File: src/rtl/mmio_responder.sv
// Memory-mapped responder: cycle counter, compare/match flag and scratch words,
// answering word-addressed loads/stores with a fixed response latency.
module mmio_responder #(
  parameter logic [29:0] BASE_WORD = 30'h0000_8000,
  parameter int unsigned NUM_REGS  = 8,
  parameter int unsigned LATENCY   = 2
) (
  input  logic        clk,
  input  logic        reset,
  input  logic        req_valid,
  output logic        req_ready,
  input  logic        req_write,
  input  logic [29:0] req_addr,
  input  logic [3:0]  req_byteen,
  input  logic [31:0] req_wdata,
  output logic        resp_valid,
  output logic [31:0] resp_rdata,
  output logic        resp_err,
  output logic        irq
);

  localparam int unsigned IDX_W   = $clog2(NUM_REGS);
  localparam int unsigned CNT_W   = 4;
  localparam int unsigned IDX_CYC = 0;
  localparam int unsigned IDX_CMP = 1;
  localparam int unsigned IDX_STS = 2;

  typedef enum logic [1:0] {
    S_IDLE,
    S_WAIT,
    S_RESP
  } state_e;

  state_e             state_q;
  logic [CNT_W-1:0]   cnt_q;
  logic [31:0]        cycle_q;
  logic [31:0]        cmp_q;
  logic               status_q;
  logic [31:0]        scratch_q [3:NUM_REGS-1];
  logic [31:0]        hold_rdata_q;
  logic               hold_err_q;
  logic               req_ready_q;
  logic               resp_valid_q;
  logic [31:0]        resp_rdata_q;
  logic               resp_err_q;

  logic [29:0]        offset_c;
  logic               hit_c;
  logic [IDX_W-1:0]   idx_c;
  logic               accept_c;
  logic               wr_c;
  logic               match_c;
  logic [31:0]        rd_data_c;

  function automatic logic [31:0] merge_bytes(input logic [31:0] old_v,
                                              input logic [31:0] new_v,
                                              input logic [3:0]  be);
    logic [31:0] r;
    r = old_v;
    for (int b = 0; b < 4; b++) begin
      if (be[b]) r[8*b +: 8] = new_v[8*b +: 8];
    end
    return r;
  endfunction

  // Window decode and read mux
  always_comb begin
    offset_c  = req_addr - BASE_WORD;
    hit_c     = (req_addr >= BASE_WORD) && (offset_c < 30'(NUM_REGS));
    idx_c     = offset_c[IDX_W-1:0];
    accept_c  = (state_q == S_IDLE) && req_valid;
    wr_c      = accept_c && req_write && hit_c;
    match_c   = (cycle_q == cmp_q);
    rd_data_c = 32'h0;
    if (idx_c == IDX_W'(IDX_CYC)) rd_data_c = cycle_q;
    if (idx_c == IDX_W'(IDX_CMP)) rd_data_c = cmp_q;
    if (idx_c == IDX_W'(IDX_STS)) rd_data_c = {31'h0, status_q};
    for (int i = 3; i < int'(NUM_REGS); i++) begin
      if (idx_c == IDX_W'(i)) rd_data_c = scratch_q[i];
    end
  end

  always_ff @(posedge clk) begin
    if (reset) begin
      state_q      <= S_IDLE;
      cnt_q        <= '0;
      cycle_q      <= 32'h0;
      cmp_q        <= 32'hFFFF_FFFF;
      status_q     <= 1'b0;
      for (int i = 3; i < int'(NUM_REGS); i++) scratch_q[i] <= 32'h0;
      hold_rdata_q <= 32'h0;
      hold_err_q   <= 1'b0;
      req_ready_q  <= 1'b1;
      resp_valid_q <= 1'b0;
      resp_rdata_q <= 32'h0;
      resp_err_q   <= 1'b0;
    end else begin
      cycle_q <= cycle_q + 32'd1;

      // Match set takes priority over a simultaneous write-1-to-clear
      if (match_c) begin
        status_q <= 1'b1;
      end else if (wr_c && idx_c == IDX_W'(IDX_STS) && req_byteen[0] && req_wdata[0]) begin
        status_q <= 1'b0;
      end

      if (wr_c && idx_c == IDX_W'(IDX_CMP)) begin
        cmp_q <= merge_bytes(cmp_q, req_wdata, req_byteen);
      end
      for (int i = 3; i < int'(NUM_REGS); i++) begin
        if (wr_c && idx_c == IDX_W'(i)) begin
          scratch_q[i] <= merge_bytes(scratch_q[i], req_wdata, req_byteen);
        end
      end

      resp_valid_q <= 1'b0;
      resp_rdata_q <= 32'h0;
      resp_err_q   <= 1'b0;

      case (state_q)
        S_IDLE: begin
          if (accept_c) begin
            hold_rdata_q <= (hit_c && !req_write) ? rd_data_c : 32'h0;
            hold_err_q   <= !hit_c;
            cnt_q        <= CNT_W'(LATENCY - 1);
            state_q      <= S_WAIT;
            req_ready_q  <= 1'b0;
          end
        end
        S_WAIT: begin
          if (cnt_q == '0) begin
            state_q      <= S_RESP;
            resp_valid_q <= 1'b1;
            resp_rdata_q <= hold_rdata_q;
            resp_err_q   <= hold_err_q;
          end else begin
            cnt_q <= cnt_q - CNT_W'(1);
          end
        end
        S_RESP: begin
          state_q     <= S_IDLE;
          req_ready_q <= 1'b1;
        end
        default: begin
          state_q     <= S_IDLE;
          req_ready_q <= 1'b1;
        end
      endcase
    end
  end

  assign req_ready  = req_ready_q;
  assign resp_valid = resp_valid_q;
  assign resp_rdata = resp_rdata_q;
  assign resp_err   = resp_err_q;
  assign irq        = status_q;

endmodule

File: config.mk
export PLATFORM = sky130hd
export DESIGN_NAME = mmio_responder
export DESIGN_NICKNAME = d
export VERILOG_FILES = /design/src/rtl/mmio_responder.sv
export SDC_FILE = /design/constraint.sdc
export NUM_CORES = 1
export LEC_CHECK = 0
export ABC_AREA = 1
export CORE_MARGIN = 2
export CORE_UTILIZATION = 45
export DETAILED_ROUTE_END_ITERATION = 12
export PLACE_DENSITY = 0.67
export REMOVE_ABC_BUFFERS = 1
export SLEW_MARGIN = 20
export SYNTH_ARGS = -nofsm -noshare
export SYNTH_HDL_FRONTEND = slang
export SYNTH_SLANG_ARGS = --single-unit
File: constraint.sdc
create_clock -name clk -period 2.2 [get_ports clk]
set_input_delay 0.44 -clock clk [delete_from_list [all_inputs] [get_ports clk]]
set_output_delay 0.44 -clock clk [all_outputs]
set_load 0.01 [all_outputs]
# Yosys cells after proc, flatten, opt, wreduce, memory -nomap -nowiden
# Memory sizes are Yosys's and may differ from the RTL's.
# Cells that the tools add are included.
word_totals:
  word_cells: 172
  reg_bits: 139
  mem_count: 1
  mem_bits_rw: 160
  out_inout_bits: 36
classes:
  n_mux: 102
  eq_ne: 12
  add_sub_neg: 3
  n_lt_le_gt_ge: 2
  n_reduce_logical: 31
  n_bitwise: 7
mem_list:
  columns: ["name", "words", "word_bits", "rd", "rd_clocked_by_memory_dff", "wr", "line_no", "rtl"]
  rows:
  - ["scratch_q", 5, 32, 5, 0, 5, "39", "logic [31:0] scratch_q [3:NUM_REGS-1];"]
ops:
  columns: ["cell", "count"]
  rows:
  - ["8-bit two-way mux", 60]
  - ["32-bit two-way mux", 14]
  - ["32-bit by 1-bit adder with 32-bit output, second input constant", 1]
  - ["32-bit equality test", 1]
  - ["30-bit by 16-bit >= comparator with 1-bit output, second input constant", 1]
  - ["30-bit by 4-bit < comparator with 1-bit output, second input constant", 1]
  - ["30-bit by 16-bit subtractor with 30-bit output, second input constant", 1]
  - ["1-bit two-way mux", 21]
  - ["1-bit logical AND", 14]
  - ["2-bit AND reduction", 7]
  - ["3-bit equality test, second input constant", 4]
  - ["4-bit two-way mux", 2]
  - ["4-bit case mux with 2 select lines", 1]
  - ["3-bit by 2-bit equality test with 1-bit output, second input constant", 2]
  - ["2-bit != test, second input constant", 3]
  - ["1-bit OR", 5]
  - ["4-bit zero test", 1]
  - ["2-bit two-way mux", 2]
  - ["2-bit case mux with 2 select lines", 1]
  - ["2-bit nonzero test", 2]
  - ["4-bit by 1-bit subtractor with 4-bit output, second input constant", 1]
  - ["3-bit by 1-bit equality test with 1-bit output, second input constant", 1]
  - ["3-bit zero test", 1]
  - ["3-bit AND reduction", 1]
  - ["other kinds (7)", 9]

# Longest topological paths before layout
logic_depth:
  ltp_word: 11
  mapped_depth: 17
  ltp_nobuf: 16

# Least setup slack after synthesis
# No wires, ideal clock.
synth_timing:
  kind: "input-to-reg"
  from: "input req_addr[15]"
  to: "register, netlist name scratch_q[0][224]"
  slack_ns: -0.167
  stages: 16
  arrival_ns: 2.038
  cell_sequence: "inv_1 ha_1 inv_1 nand2_1 nand2_1 nor2_1 nand2_1 nor2_1 nand2_1 nor2_2 nand3_2 nor2_8 nand2_4 nor2_4 nand2_1 nand2_1"
synth_lines:
  columns: ["element", "line_no", "rtl"]
  rows:
  - ["start, declared", "13", "input logic [29:0] req_addr,"]

==> reports/qor.yml <==
rows: 62
drt_wl_total_um: 36200
start_util: 0.457
worst_pin_slew_ps: 582
drive_above_1_share: 0.158
total_power_w: 0.0127
grt_use_total: 0.236
power_density_mw_per_mm2: 744
cp-start-kind: "input pin"
antenna_found_initial: 0
syn_avg_cell_area_um2: 8.79
n_antenna_cell: 0
vias: 11130
postPlaceCellArea_mm2: 0.0155
grt_start_max_net_pins: 34
hold_buffers: 0
synthesis.area_mm2: 0.0132
ys_types: 39
fin_skew_ps: 12.1
hp-class: "register to register"
fin_ws_ps: -90.0
synthMuxAreaShare: 0
async_flop_share: 0
fp.coreArea_mm2: 0.0288
syn2layout_area_growth_pct: 29.5
p_leak_nw: 6.83
io_pins: 106
synth-compound-area-share: 0.0776
synth_xor_area_frac: 0.0220
cp_max_fo: 5
grt_pass1_wl_um: 56500
synth_top_family_by_area: "simple AND/OR/NAND/NOR gates"
grt_pass1_vias: 10836
cts_buffers: 34
yosysTopAreaCell: "edfxtp_1"
drv_slew: 0
setup_viol: 184
yosysMostFrequentCell: "nor2_1"
post-route-min-period_ps: 2290
synth-edff-count: 160
crit_required_ps: 2420
postLayoutCellArea_mm2: 0.0170
vdd_drop_max_mv: 0.462
synthTopCellsByArea: "edfxtp_1 37%, dfxtp_1 21%, nor2_1 9.4%, nand2_1 7.1%, inv_1 4.2%"
die_area_mm2: 0.0306
cts_tree: "built"
antenna_left: 0
die_x_um: 175
failed_checks: "setup timing"
clk_pin_slew_ps: 60
final_nets: 1783
place.gp.congestion: 0.931
detail_route.wl_per_cell_um: 17.1
max-cap-violations: 0
critical_path_class: "input pin to register"
synth_common_cells: "330 x nor2_1, 248 x nand2_1, 160 x edfxtp_1"
dr.pass1.iters: 5
hold_depth: 2
rsz0062_at_grt: "true"
yosysWarnings: 0
die_h_um: 175
syn-instance-count: 1496
synth-seq-cells: 299
relSlewSlack: 0.610
cts.sinks: 299
io_buffers: 105
arrival_ps: 2510
synthAdderAreaFrac: 0.00381
synth_simple_gate_area_frac: 0.248
post-route-period-util: 1.04
drt_iter0_drc: 942
hpwl_um: 25600
cts_buffer_depth: 3
grt_remaining_overflow: 0
drc: 0
htree_levels: 2
outcome: "finished with violations"
ys.flop_type: "edfxtp_1"
r2r_cells: 14
vias_per_cell: 5.25
hold_viol_final: 0
cp-end-kind: "register"
timing.hold.ws_ps: 430
clock.fmax_mhz: 437
synth-seq-area-share: 0.577
synth_top_area_frac: 0.365
clk_latency_ps: 510
cts_root_buf: "clkbuf_16"
[metrics by stage]
step | setup TNS [ps] | worst slack (ps) | utilization | cells
final | -8000 | -90.0 | 0.592 | 2119
after global routing | -46850 | -204 | 0.592 | 2119
after CTS | -1390 | -43.9 | 0.584 | 2115
after detailed placement | -307400 | -925 | 0.537 | 2030
after global placement | -293680 | -901 | 0.537 | 2030
after floorplan | -338340 | -1950 | - | 1428
[logic make-up (layout without fill, tap and decap cells)]
logic type	after synthesis	count (layout)
AOI/OAI and AO/OA	174	174
xor gates and xnor gates	33	33
adders and majority gates	4	4
buffers and inverters	221	460
DFF	299	299
and+or+nand+nor	765	765
[worst max-delay path: stages]
cell	delay [ps]
dlygate4sd2_1	290
nor2_2	150
nand2_1	100
nor2_2	160
nand2_1	60
nand2_1	70
nand3_1	70
nor2_1	150
nand3_2	150
nor2_8	150
nand2_8	100
nor2_4	270
nand2_2	110
nand2_4	100
buf_6	120
[layer usage]
| layer | vias up | wire length [um] | GRT usage | share of wire |
|---|---|---|---|---|
| met5 | - | 0 | 0 | 0 |
| met3 | 75 | 2550 | 0.0409 | 0.071 |
| li1 | 5392 | - | - | - |
| met2 | 408 | 16900 | 0.388 | 0.47 |
| met4 | 0 | 1200 | 0.0889 | 0.033 |
| met1 | 5255 | 15500 | 0.312 | 0.43 |
[flip-flops by register name, summed over array words and instances (netlist names)]
signal        cells
scratch_q       160
cmp_q            32
cycle_q          32
hold_rdata_q     32
resp_rdata       32
cnt_q             4
state_q           2
hold_err_q        1
irq               1
req_ready         1
resp_err          1
resp_valid        1
[repair_timing]
action | in CTS | in global routing
endpoints found under the setup margin | 356 | 395
buffers inserted | 24 | 5
resized for setup | 46 | 66
pin swaps | 35 | 24
[cells in the final DEF, fill, tap and decap left out, types with 5 or more instances in the layout]
cell,netlist,routed
buf_12,0,24
xnor2_1,29,29
clkbuf_16,0,37
dlygate4sd2_1,0,19
nor2_2,3,19
o21ai_0,78,78
nor3_1,26,21
inv_1,147,142
clkdlybuf4s50_1,0,79
nand3_1,89,86
nor2_1,330,313
a221oi_1,31,31
clkbuf_1,48,6
nand4_1,45,45
edfxtp_1,160,160
a21oi_1,53,53
nor3b_1,5,5
buf_6,15,16
nand2_1,248,223
nor3_2,2,6
dfxtp_1,139,138
clkinv_1,0,5
inv_2,6,10
nor2_4,5,6
clkinv_2,0,7
buf_4,0,102
nand2_2,0,23
[power by group]
part           switching, W  total (W)  leakage [nW]  internal [W]
clock               0.00221    0.00569         0.559       0.00348
combinational      0.000543   0.000943          3.51      0.000400
sequential        0.0000451    0.00603          2.77       0.00599
[final timing paths]
path,slack [ps],endpoint,from
max reg2reg,-30,scratch_q[0][140]$_SDFFCE_PN0P_,state_q[0]$_SDFFE_PP0P_
min reg2reg,430,resp_rdata[1]$_SDFF_PP0_,hold_rdata_q[1]$_SDFFE_PP0P_
min,430,resp_rdata[1]$_SDFF_PP0_,hold_rdata_q[1]$_SDFFE_PP0P_
max,-90,scratch_q[0][140]$_SDFFCE_PN0P_,req_addr[24]
[layout make-up]
| class | instances | area, um2 |
|---|---|---|
| sequential | 299 | 7590 |
| clock buffer | 45 | 976 |
| inverter | 153 | 577 |
| multi-input combinational | 976 | 4810 |
| timing repair buffer | 245 | 2430 |
| tap | 384 | 480 |
| clock inverter | 17 | 160 |
| fill | 2419 | 11800 |
Power figures use the tool's default switching activity.
==> RTL change 1 (same flow settings) <==
`NUM_REGS`: 8 -> 16.
--- a/src/rtl/mmio_responder.sv
+++ b/src/rtl/mmio_responder.sv
@@ -2,7 +2,7 @@
 // answering word-addressed loads/stores with a fixed response latency.
 module mmio_responder #(
   parameter logic [29:0] BASE_WORD = 30'h0000_8000,
-  parameter int unsigned NUM_REGS  = 8,
+  parameter int unsigned NUM_REGS  = 16,
   parameter int unsigned LATENCY   = 2
 ) (
   input  logic        clk,
Formal check against the unedited RTL: not equivalent (a bounded check fails within 4 cycles, from zero or initial values and one cycle with reset high).
==> RTL change 1 against the original RTL <==
Routed wire length up 85%. Critical endpoint is now scratch_q[0][307]$_SDFFCE_PN0P_. Highest routed layer unchanged. Worst setup slack better by 0.0024 ns. Critical path type unchanged. Sequential share of layout area up 4.8 points. Synthesized cell count up 80%. The flow still finishes with violations (negative setup slack). Synthesized area up 86%. Via count up 76%. First-iteration DRC count up 130%. Cell area up 82%. Sequential cell count up 256. Power up 80%.
==> RTL change 1: results (changes against the original RTL) <==
Final net count -> 3,056 (was 1,783)
Placed cell area -> 0.0281 mm2 (was 0.0155 mm2)
Worst Slack Setup Final -> -0.0876 ns (was -0.0900 ns)
Leakage -> 0.0126 uW (was 0.00683 uW)
Placed Cells incl. Taps -> 3,600 (was 2,030)
Met3 WL post-DR -> 5200 um (was 2550 um)
DRT met1 WL -> 27,200 um (was 15,500 um)
Vias in the first global route -> 18,600 (was 10,800)
Hpwl dp -> 47,200 um (was 25,600 um)
Fill count -> 4,552 (was 2,419)
Synth area leaders -> edfxtp_1, dfxtp_1, nor2_1 (unchanged)
Global-route wire length before repair -> 101,000 um (was 56,500 um)
EDFF count, synth -> 416 (was 160)
Layout cells sized above 1 -> 18.6% (was 15.8%)
Crit path to -> scratch_q[0][307]$_SDFFCE_PN0P_ (was scratch_q[0][140]$_SDFFCE_PN0P_)
Global placement routability congestion -> 0.894 (was 0.931)
Endpoints failing setup -> 274 (was 184)
Largest net degree at the start of global routing -> 48 (was 34)
CP Max Fanout -> 8 (was 5)
WHS Endpoint -> resp_rdata[10]$_SDFF_PP0_ (was resp_rdata[1]$_SDFF_PP0_)
Failing checks -> negative setup slack (unchanged)
Gr usage total -> 23.3% (was 23.6%)
Max VDD drop -> 550 uV (was 462 uV)
Max reg flops -> 416 (was 160)
Vias -> 19,600 (was 11,100)
Avg Synthesized Cell Area -> 9.11 um2 (was 8.79 um2)
Worst EP arrival -> 2.62 ns (was 2.51 ns)
Worst slew pin tran -> 1.04 ns (was 0.582 ns)
Global Route met3 Usage -> 3.76% (was 4.09%)
Skew final -> 0.0175 ns (was 0.0121 ns)
Hold path startpoint -> hold_rdata_q[10]$_SDFFE_PP0P_ (was hold_rdata_q[1]$_SDFFE_PP0P_)
Pre-CTS setup slack -> -0.982 ns (was -0.925 ns)
CTS Buf Count -> 56 (was 34)
Pre-antenna DRT Iters -> 6 (was 5)
FF-to-FF path depth -> 12 (was 14)
Via density -> 5.26 (was 5.25)
Average wire per standard cell -> 17.9 um (was 17.1 um)
Asr flop ratio synth -> 0% (unchanged)
Setup TNS -> -11.29 ns (was -8.00 ns)
Worst-Skew Late Latency -> 0.62 ns (was 0.51 ns)
Worst Setup SP -> req_addr[23] (was req_addr[24])
Met2 usage in global routing -> 39.7% (was 38.8%)
Drt first-iter violations -> 2,141 (was 942)
Yosys cell types -> 38 (was 39)
Outcome -> complete, but fails checks (unchanged)
Top cells by count, synth -> nor2_1, nand2_1, edfxtp_1 (unchanged)
Met2 wire length -> 32,300 um (was 16,900 um)
M1 GR Usage -> 30.4% (was 31.2%)
Worst hold slack -> 0.425 ns (was 0.430 ns)
[RTL change 1: cell types whose count changed after synthesis, sizes merged, moves of 33 or more]
cell,before,now
nor2,339,718
nand2,249,530
inv,153,216
or2,2,35
nand3,90,169
nand4,45,93
clkbuf,48,115
edfxtp,160,416
[RTL change 1: layout make-up]
| cell class | instances | area (um2) | area share, % |
|---|---|---|---|
| tap | 696 | 871 | 2.82 |
| clock buffer | 66 | 1440 | 4.65 |
| multi-input combinational | 1760 | 8390 | 27.1 |
| timing repair buffer | 393 | 3750 | 12.1 |
| sequential | 555 | 15300 | 49.4 |
| inverter | 216 | 811 | 2.62 |
| clock inverter | 39 | 398 | 1.29 |
[RTL change 1: cell families (layout without fill, tap and decap cells)]
group,after synthesis,in the layout,share of synthesized area (%)
adders and majority gates,4,4,0.204
buffers and inverters,378,714,6.05
AOI/OAI and AO/OA,141,141,3.00
DFF,555,555,62.3
and+or+nand+nor,1577,1578,27.2
xor gates and xnor gates,37,37,1.32
[RTL change 1: power by group]
group / total (uW) / internal [uW] / switching [uW]
Sequential: 11600 / 11500 / 91.5
Clock: 9540 / 5500 / 4050
Combinational: 1670 / 612 / 1060
[RTL change 1: critical path, cell delays in order]
cell             delay, ns
clkdlybuf4s50_1       0.41
inv_2                 0.07
nand2_2               0.05
nor2_1                0.14
nand3_2               0.11
nand2_2               0.10
o31ai_4               0.08
nor2_4                0.15
nand4_4               0.13
nor2_4                0.15
buf_12                0.15
buf_16                0.18
nand2_8               0.10
o21ai_2               0.17
buf_6                 0.16
[RTL change 1: repair_timing]
| item | in CTS | in global routing |
|---|---|---|
| buffers inserted | 12 | 10 |
| hold buffers | 0 | 0 |
| setup endpoints to repair | 827 | 660 |
| pin swaps | 9 | 33 |
| cloned | 0 | 1 |
| resized for setup | 82 | 188 |
==> RTL change 2 (config.mk and constraints unchanged) <==
Without the edit above. Reset style: asynchronous (`reset`), changed in one clocked block.
--- a/src/rtl/mmio_responder.sv
+++ b/src/rtl/mmio_responder.sv
@@ -80,7 +80,7 @@
     end
   end
 
-  always_ff @(posedge clk) begin
+  always_ff @(posedge clk or posedge reset) begin
     if (reset) begin
       state_q      <= S_IDLE;
       cnt_q        <= '0;
Formal check against the unedited RTL: differs if reset is asserted again (counterexample within 4 cycles, from zero or initial values and one cycle with reset high); with reset held inactive, the same outputs for 10 cycles.
==> RTL change 2 against the original RTL <==
Sequential cell count stayed put. Register-to-register slack better by 0.20 ns. Critical path depth is 1 lower. Power is 1.3% lower. Die area is 10% higher. Core utilization is 0.99 points lower. Worst setup slack better by 0.24 ns. Cell area is 8.1% higher. Global-route usage is 0.93 points higher. Synthesized area is 10% higher. Routed wire length is 15% higher. Critical path type unchanged.
==> RTL change 2: results (changes against the original RTL) <==
Multi-In Gates -> 1,199 (was 976)
Leakage -> 0.00888 uW (was 0.00683 uW)
Layout cells sized above 1 -> 15.2% (was 15.8%)
Clock Buffer Count -> 53 (was 45)
Hold crit path type -> in2async (was reg2reg)
Global Route met3 Usage -> 3.84% (was 4.09%)
Multi-input combinational area share -> 34.2% (was 28.3%)
Non-CTS buffers -> 234 (was 245)
Main flop type after synthesis -> dfrtp_1 (was edfxtp_1)
Final net count -> 1,936 (was 1,783)
CP peak stage delay -> 0.41 ns (was 0.29 ns)
ClkCell Share -> 6.02% (was 6.67%)
Setup bufs post-CTS -> 5 (was 24)
Seq area share -> 40.9% (was 44.6%)
CP Max Fanout -> 12 (was 5)
Ant. Diodes -> 1 (was 0)
Skew final -> 0.0185 ns (was 0.0121 ns)
Yosys cell types -> 34 (was 39)
Worst EP arrival -> 2.50 ns (was 2.51 ns)
Fill count -> 2,759 (was 2,419)
Post-Synth Adder-Cell Area -> 0.345% (was 0.381%)
Global placement routability congestion -> 0.868 (was 0.931)
Worst slew pin tran -> 0.611 ns (was 0.582 ns)
Largest net degree at the start of global routing -> 47 (was 34)
Synth area leaders -> dfrtp_1, nand2_1, nand4_1 (was edfxtp_1, dfxtp_1, nor2_1)
Via density -> 5.66 (was 5.25)
Asr flop ratio synth -> 100% (was 0%)
Max VDD drop -> 573 uV (was 462 uV)
Xor and xnor fraction of the mapped netlist area -> 3.62% (was 2.20%)
Global-route wire length before repair -> 66,900 um (was 56,500 um)
Hpwl dp -> 26,900 um (was 25,600 um)
M1 GR Usage -> 35.3% (was 31.2%)
Met3 WL post-DR -> 2770 um (was 2550 um)
Outcome -> complete, no violations (was complete, but fails checks)
Non-clock buffering overhead -> 14.2% (was 14.3%)
Post-synthesis sequential area ratio -> 51.9% (was 57.7%)
DRT met1 WL -> 18,900 um (was 15,500 um)
Invs w/o clock -> 94 (was 153)
Vias in the first global route -> 12,800 (was 10,800)
Gr usage total -> 24.5% (was 23.6%)
[RTL change 2: changes by cell type after synthesis, sizes merged, moves of 59 or more]
cell    delta
nand2    +367
edfxtp   -160
nand3     -69
inv       -59
nand4    +216
nor2     -261
dfxtp    -139
dfrtp    +266
[RTL change 2: final timing paths]
kind / start / endpoint / slack [ns] / cells after the start
min reg2reg: hold_rdata_q[19]$_DFFE_PP0P_ / hold_rdata_q[19]$_DFFE_PP0P_ / 0.48 / 2
max in group asynchronous: reset / cmp_q[10]$_DFFE_PP1P_ / 1.14 / 3
max reg2reg: state_q[1]$_DFFE_PP0P_ / scratch_q[104]$_DFFE_PP0P_ / 0.17 / 11
max: req_addr[5] / cmp_q[21]$_DFFE_PP1P_ / 0.15 / 14
min: reset / scratch_q[65]$_DFFE_PP0P_ / 0.34 / 2
min in group clk: req_addr[2] / irq$_DFFE_PP0P_ / 0.36 / 5
[RTL change 2: per-stage QoR]
step	instances	area [um2]	hold slack (ns)	worst slack, ns	TNS [ns]
after floorplan	1592	14000	0.442	-6.45	-2875.86
after global placement	2209	16700	0.462	-0.621	-124.00
after detailed placement	2209	16700	0.465	-0.621	-124.77
after CTS	2278	18000	0.351	-0.0296	-0.262
after global routing	2289	18400	0.369	-0.00437	-0.00437
final	2290	18400	0.337	0.150	0
[RTL change 2: where the power goes]
group	switching [uW]	total (uW)	internal [uW]
Combinational	818	1220	407
Clock	2260	5660	3410
Sequential	39.0	5620	5580
[RTL change 2: logic make-up after synthesis]
family	count (synthesis)
xor gates and xnor gates	60
AOI/OAI and AO/OA	130
adders and majority gates	4
buffers and inverters	207
DFF	299
and+or+nand+nor	1005
